`config.mk`:
```
export PLATFORM = sky130hd
export DESIGN_NAME = lcd_bus_driver
export DESIGN_NICKNAME = d
export VERILOG_FILES = /design/src/rtl/lcd_bus_driver.sv
export SDC_FILE = /design/constraint.sdc
export NUM_CORES = 1
export LEC_CHECK = 0
export BUFFER_PORTS_ARGS = -buffer_cell sky130_fd_sc_hd__buf_4
export CAP_MARGIN = 20
export CORE_MARGIN = 5
export CORE_UTILIZATION = 59
export DETAILED_ROUTE_END_ITERATION = 10
export PLACE_DENSITY = 0.92
export REMOVE_ABC_BUFFERS = 1
export SETUP_SLACK_MARGIN = 0.02
export SLEW_MARGIN = 20
export SYNTH_ARGS = -nofsm -noshare
export SYNTH_HDL_FRONTEND = slang
export SYNTH_SLANG_ARGS = --single-unit
```
`constraint.sdc`:
```
create_clock -name clk -period 3.3 [get_ports clk]
set_input_delay 0.99 -clock clk [delete_from_list [all_inputs] [get_ports clk]]
set_output_delay 0.99 -clock clk [all_outputs]
set_load 0.05 [all_outputs]
```
`src/rtl/lcd_bus_driver.sv`:
```
// HD44780 bus-cycle engine: runs the power-on init sequence, then turns single
// CPU byte writes into timed RS/data setup, E pulse, hold and execution wait.
module lcd_bus_driver #(
  parameter int unsigned T_POWERUP = 750000,
  parameter int unsigned T_SETUP   = 2,
  parameter int unsigned T_E_HIGH  = 12,
  parameter int unsigned T_HOLD    = 2,
  parameter int unsigned T_CMD     = 2000,
  parameter int unsigned T_LONG    = 82000,
  parameter int unsigned CNT_W     = 20
) (
  input  logic       clk,
  input  logic       rst,
  input  logic       wr_en,
  input  logic       wr_rs,
  input  logic [7:0] wr_data,
  input  logic       clr_ovr,
  output logic       busy,
  output logic       overrun,
  output logic       lcd_rs,
  output logic       lcd_rw,
  output logic       lcd_e,
  output logic [7:0] lcd_data
);

  localparam int unsigned IDX_W   = 3;
  localparam logic [IDX_W-1:0] IDX_LAST = IDX_W'(5);

  // Counter load values: a phase of N cycles counts N-1 down to 0.
  localparam logic [CNT_W-1:0] PWR_LD   = CNT_W'(T_POWERUP - 1);
  localparam logic [CNT_W-1:0] SETUP_LD = CNT_W'(T_SETUP - 1);
  localparam logic [CNT_W-1:0] EHIGH_LD = CNT_W'(T_E_HIGH - 1);
  localparam logic [CNT_W-1:0] HOLD_LD  = CNT_W'(T_HOLD - 1);
  localparam logic [CNT_W-1:0] CMD_LD   = CNT_W'(T_CMD - 1);
  localparam logic [CNT_W-1:0] LONG_LD  = CNT_W'(T_LONG - 1);

  typedef enum logic [2:0] {
    S_POWERUP = 3'd0,
    S_INIT    = 3'd1,
    S_IDLE    = 3'd2,
    S_SETUP   = 3'd3,
    S_EHIGH   = 3'd4,
    S_HOLD    = 3'd5,
    S_WAIT    = 3'd6
  } state_t;

  state_t             state_q, state_d;
  logic [CNT_W-1:0]   cnt_q, cnt_d;
  logic [IDX_W-1:0]   idx_q, idx_d;
  logic               init_q, init_d;
  logic               long_q, long_d;
  logic               busy_q, busy_d;
  logic               ovr_q, ovr_d;
  logic               rs_q, rs_d;
  logic               e_q, e_d;
  logic [7:0]         data_q, data_d;
  logic               cnt_zero;

  // Power-on command table: function set x3, display on, clear, entry mode.
  function automatic logic [7:0] init_cmd(input logic [IDX_W-1:0] i);
    case (i)
      3'd0, 3'd1, 3'd2: init_cmd = 8'h38;
      3'd3:             init_cmd = 8'h0C;
      3'd4:             init_cmd = 8'h01;
      3'd5:             init_cmd = 8'h06;
      default:          init_cmd = 8'h00;
    endcase
  endfunction

  assign cnt_zero = (cnt_q == '0);

  // State and datapath registers
  always_ff @(posedge clk) begin
    if (rst) begin
      state_q <= S_POWERUP;
      cnt_q   <= PWR_LD;
      idx_q   <= '0;
      init_q  <= 1'b1;
      long_q  <= 1'b0;
      busy_q  <= 1'b1;
      ovr_q   <= 1'b0;
      rs_q    <= 1'b0;
      e_q     <= 1'b0;
      data_q  <= 8'h00;
    end else begin
      state_q <= state_d;
      cnt_q   <= cnt_d;
      idx_q   <= idx_d;
      init_q  <= init_d;
      long_q  <= long_d;
      busy_q  <= busy_d;
      ovr_q   <= ovr_d;
      rs_q    <= rs_d;
      e_q     <= e_d;
      data_q  <= data_d;
    end
  end

  // Next-state, counter, init index and wait-length selection
  always_comb begin
    state_d = state_q;
    cnt_d   = cnt_q;
    idx_d   = idx_q;
    init_d  = init_q;
    long_d  = long_q;
    case (state_q)
      S_POWERUP: begin
        if (cnt_zero) state_d = S_INIT;
        else          cnt_d   = cnt_q - CNT_W'(1);
      end
      S_INIT: begin
        state_d = S_SETUP;
        cnt_d   = SETUP_LD;
        long_d  = (idx_q == IDX_W'(0)) || (idx_q == IDX_W'(4));
      end
      S_IDLE: begin
        if (wr_en) begin
          state_d = S_SETUP;
          cnt_d   = SETUP_LD;
          // Clear (0x01) and home (0x02/0x03) need the long execution wait.
          long_d  = !wr_rs && (wr_data[7:2] == 6'd0) && (wr_data != 8'h00);
        end
      end
      S_SETUP: begin
        if (cnt_zero) begin
          state_d = S_EHIGH;
          cnt_d   = EHIGH_LD;
        end else begin
          cnt_d = cnt_q - CNT_W'(1);
        end
      end
      S_EHIGH: begin
        if (cnt_zero) begin
          state_d = S_HOLD;
          cnt_d   = HOLD_LD;
        end else begin
          cnt_d = cnt_q - CNT_W'(1);
        end
      end
      S_HOLD: begin
        if (cnt_zero) begin
          state_d = S_WAIT;
          cnt_d   = long_q ? LONG_LD : CMD_LD;
        end else begin
          cnt_d = cnt_q - CNT_W'(1);
        end
      end
      S_WAIT: begin
        if (!cnt_zero) begin
          cnt_d = cnt_q - CNT_W'(1);
        end else if (init_q && (idx_q < IDX_LAST)) begin
          state_d = S_INIT;
          idx_d   = idx_q + IDX_W'(1);
        end else begin
          state_d = S_IDLE;
          init_d  = 1'b0;
        end
      end
      default: begin
        state_d = S_POWERUP;
        cnt_d   = PWR_LD;
        idx_d   = '0;
        init_d  = 1'b1;
      end
    endcase
  end

  // Registered output values, derived from the upcoming state
  always_comb begin
    busy_d = (state_d != S_IDLE);
    e_d    = (state_d == S_EHIGH);
    rs_d   = rs_q;
    data_d = data_q;
    ovr_d  = ovr_q;
    // RS/data only ever change on entry to SETUP.
    if (state_q == S_INIT) begin
      rs_d   = 1'b0;
      data_d = init_cmd(idx_q);
    end else if ((state_q == S_IDLE) && wr_en) begin
      rs_d   = wr_rs;
      data_d = wr_data;
    end
    // A dropped write beats a coincident clear.
    if (wr_en && (state_q != S_IDLE)) ovr_d = 1'b1;
    else if (clr_ovr)                 ovr_d = 1'b0;
  end

  assign busy     = busy_q;
  assign overrun  = ovr_q;
  assign lcd_rs   = rs_q;
  assign lcd_rw   = 1'b0;
  assign lcd_e    = e_q;
  assign lcd_data = data_q;

endmodule

```
==> results.yml <==
outcome:
  status: "finished clean"
routing:
  first_iter_violations: 341
  dr.pass1.iters: 5
  m1WireLength_microns: 2863
  wl_met3_microns: 483
  vias_per_cell: 6.820
  ant_nets: 0
  top_layer_used: "met4"
  wl_per_cell_microns: 17.51
  vias: 2646
  wl_microns: 6795
  wl_met2_microns: 3285
  drc: 0
yosys:
  synth_cells: 320
  ys_seq_elements: 40
  ys_warn_count: 0
  syn-cell-area_sq_um: 2514
  synth-async-reset-ratio: 0
  ys_seq_area_frac: 0.3186
  synth-edff-count: 0
  postSynthAreaPerCell_sq_um: 7.855
  synth_cell_types: 57
  ys.flop_type: "dfxtp_1"
setup_path:
  cp_max_fo: 9
  critPathMostFrequentCell: "or4_4"
  crit_path_end_kind: "register"
  worstPathRequired_ns: 3.53
  path_delay_family: "simple AND/OR/NAND/NOR gates"
  critPathBufInv: 0
  cp_cell_sequence: "or4_4 > or4_4 > o31a_1 > or4_1 > a21oi_1"
  crit_slowest_cell: "or4_4"
  rr_worst_depth: 5
  crit_path_start_kind: "register"
  criticalPathCategory: "reg -> reg"
  cp_data_arrival_time_ns: 2.89
  reg2reg_from: "cnt_q[14]"
  cp.depth: 5
  slowest_delay_ns: 0.63
  crit_path_start: "cnt_q[14]"
floorplan:
  coreArea_sq_um: 4058
  rows: 23
  die-area_sq_um: 5666
  start_util: 0.6195
  chipHeight_microns: 75.27
  dieWidth_microns: 75.27
  ios: 26
clock_tree:
  clk_pin_slew_ns: 0.08
  tritoncts: "yes"
  cts_made_buffers: 5
  cts_hold_buf: 0
  clkLatencyLatePin_ns: 0.30
  cts_sinks: 40
  clk_path_buf_depth: 2
  cts_resized: 0
  cts-root-buf: "clkbuf_8"
  h-tree-depth: 2
  post_cts_buffers: 0
placement:
  dp_hpwl_microns: 4645
  post-place-ws_ns: 0.6835
  place_congestion: 0.8945
  port_buffers: 24
layout:
  nets: 357
  drive_above_1_share: 0.1509
  antenna_cells: 0
  synthToLayoutAreaGrowth_pct: 13.19
sta:
  min_period_ns: 2.654
  hold_viol: 0
  setup_viol: 0
  fmax_mhz: 376.8
  rsz0062_at_grt: "false"
  fin_skew_ns: 0.01513
  drv_slew: 0
  worst_pin_slew_ns: 0.7067
  post-route-period-util: 0.8042
  fin_ws_ns: 0.6461
  fin_tns_setup_ns: 0
  max_slew_margin: 0.5239
pwr:
  p_leak_uw: 0.001017
  ir_worst_vdd_mv: 0.3257
  cellPowerDensity_nw_per_um2: 356.4
grt:
  overflow: 0
  grt_pass1_vias: 2446
  grt_start_max_net_pins: 30
  antenna_found_initial: 0
  track_usage: 0.2564
  grt_pass1_wl_microns: 11250
run:
  maxCapViolations: 0
hold_path:
  worstHoldStart: "overrun"
  min_path_type: "reg -> reg"
  whs_path_depth: 2
## worst paths after layout
| path | slack [ns] | to |
|---|---|---|
| setup / recovery | 0.65 | idx_q[1] |
| hold / removal | 0.48 | overrun |
| setup reg to reg | 0.65 | idx_q[1] |
| hold reg to reg | 0.48 | overrun |
## Yosys cell counts, types with 3 or more instances
| master | count | share of area |
|---|---|---|
| or4_1 | 7 | 0.021 |
| o31ai_1 | 5 | 0.015 |
| xnor2_1 | 3 | 0.010 |
| ha_1 | 7 | 0.035 |
| a311oi_1 | 3 | 0.010 |
| o21ai_0 | 24 | 0.048 |
| a31oi_1 | 4 | 0.010 |
| clkbuf_1 | 20 | 0.030 |
| a32o_1 | 4 | 0.016 |
| nor3b_1 | 3 | 0.0090 |
| o211ai_1 | 3 | 0.0090 |
| nand3_1 | 8 | 0.016 |
| a21o_1 | 4 | 0.012 |
| a211oi_1 | 5 | 0.015 |
| nand2_1 | 20 | 0.030 |
| a21oi_1 | 29 | 0.058 |
| or3_1 | 3 | 0.0075 |
| mux2_2 | 3 | 0.013 |
| nor4_1 | 9 | 0.022 |
| inv_1 | 12 | 0.018 |
| o311ai_0 | 4 | 0.014 |
| o22ai_1 | 3 | 0.0075 |
| nor2_1 | 22 | 0.033 |
| a221oi_1 | 3 | 0.010 |
| and3_1 | 3 | 0.0075 |
| nand2b_1 | 3 | 0.0075 |
| nand4_1 | 6 | 0.015 |
| dfxtp_1 | 40 | 0.32 |
| nor3_1 | 18 | 0.036 |
| mux2i_1 | 5 | 0.020 |
## cells by family (layout without fill, tap and decap cells)
kind of cell | after synthesis | after routing | share of synthesized area
AND/OR/NAND/NOR | 113 | 113 | 0.2404
flip-flops | 40 | 40 | 0.3186
buffers and inverters | 35 | 53 | 0.05973
adder cells (fa/ha/maj) | 7 | 7 | 0.03484
other | 1 | 1 | 0.001492
XOR/XNOR | 4 | 4 | 0.01394
AO/OA/AOI/OAI | 112 | 112 | 0.2977
multiplexers | 8 | 8 | 0.03335
## metal layers
metal | vias up | GRT usage
li1 | 1257 | -
met1 | 1216 | 0.3306
met2 | 147 | 0.4226
met3 | 26 | 0.05607
met4 | 0 | 0.09126
met5 | - | 0
## registers in the layout (all words and copies together) (netlist names)
name,flops
busy,1
cnt_q,20
idx_q,3
init_q,1
lcd_data,8
lcd_e,1
lcd_rs,1
long_q,1
overrun,1
state_q,3
## report_power, final
| part | internal [uW] | total, uW | switching, uW |
|---|---|---|---|
| Sequential | 489 | 497 | 8.85 |
| Combinational | 30.8 | 73.0 | 42.3 |
| Clock | 267 | 444 | 177 |
## layout by cell type (no fill, tap or decap), types with 3 or more instances in the layout
master and n:
a211oi_1 5, a21o_1 4, a21oi_1 29, a221oi_1 3, a311oi_1 3, a31oi_1 4, a32o_1 4, and3_1 3
buf_4 33, clkbuf_8 7, dfxtp_1 40, ha_1 7, inv_1 12, mux2_2 3, mux2i_1 5, nand2_1 20
nand2b_1 3, nand3_1 8, nand4_1 6, nor2_1 22, nor3_1 18, nor3b_1 3, nor4_1 9, o211ai_1 3
o21ai_0 24, o22ai_1 3, o311ai_0 4, o31ai_1 5, or3_1 3, or4_1 7, xnor2_1 3
## worst min-delay path, stage by stage, from the launching register on
cell and delay [ns]:
dfxtp_1 0.31, nand2b_1 0.06, a21oi_1 0.06
## stage by stage
| step | cells | total power (uW) | hold slack (ns) | utilization | instance area [sq um] |
|---|---|---|---|---|---|
| 6_report | 388 | 1014 | 0.4823 | 0.7012 | 2845 |
| 5_1_grt | 388 | 1055 | 0.5356 | 0.7012 | 2845 |
| 4_1_cts | 388 | 1014 | 0.4816 | 0.7012 | 2845 |
| 3_5_place_dp | 380 | 579.2 | 0.4724 | 0.6701 | 2719 |
| 3_3_place_gp | 380 | 577.2 | 0.4589 | 0.6701 | 2719 |
| 2_1_floorplan | 297 | 547.0 | 0.4415 | - | 2409 |
## cell type report
cell class	instances	area (sq um)
sequential	40	800.8
clock inverter	1	30.03
inverter	12	45.04
timing repair buffer	33	247.7
fill	309	1212
multi-input combinational	245	1563
clock buffer	7	96.34
tap	50	62.56
(Power assumes the default switching activity.)
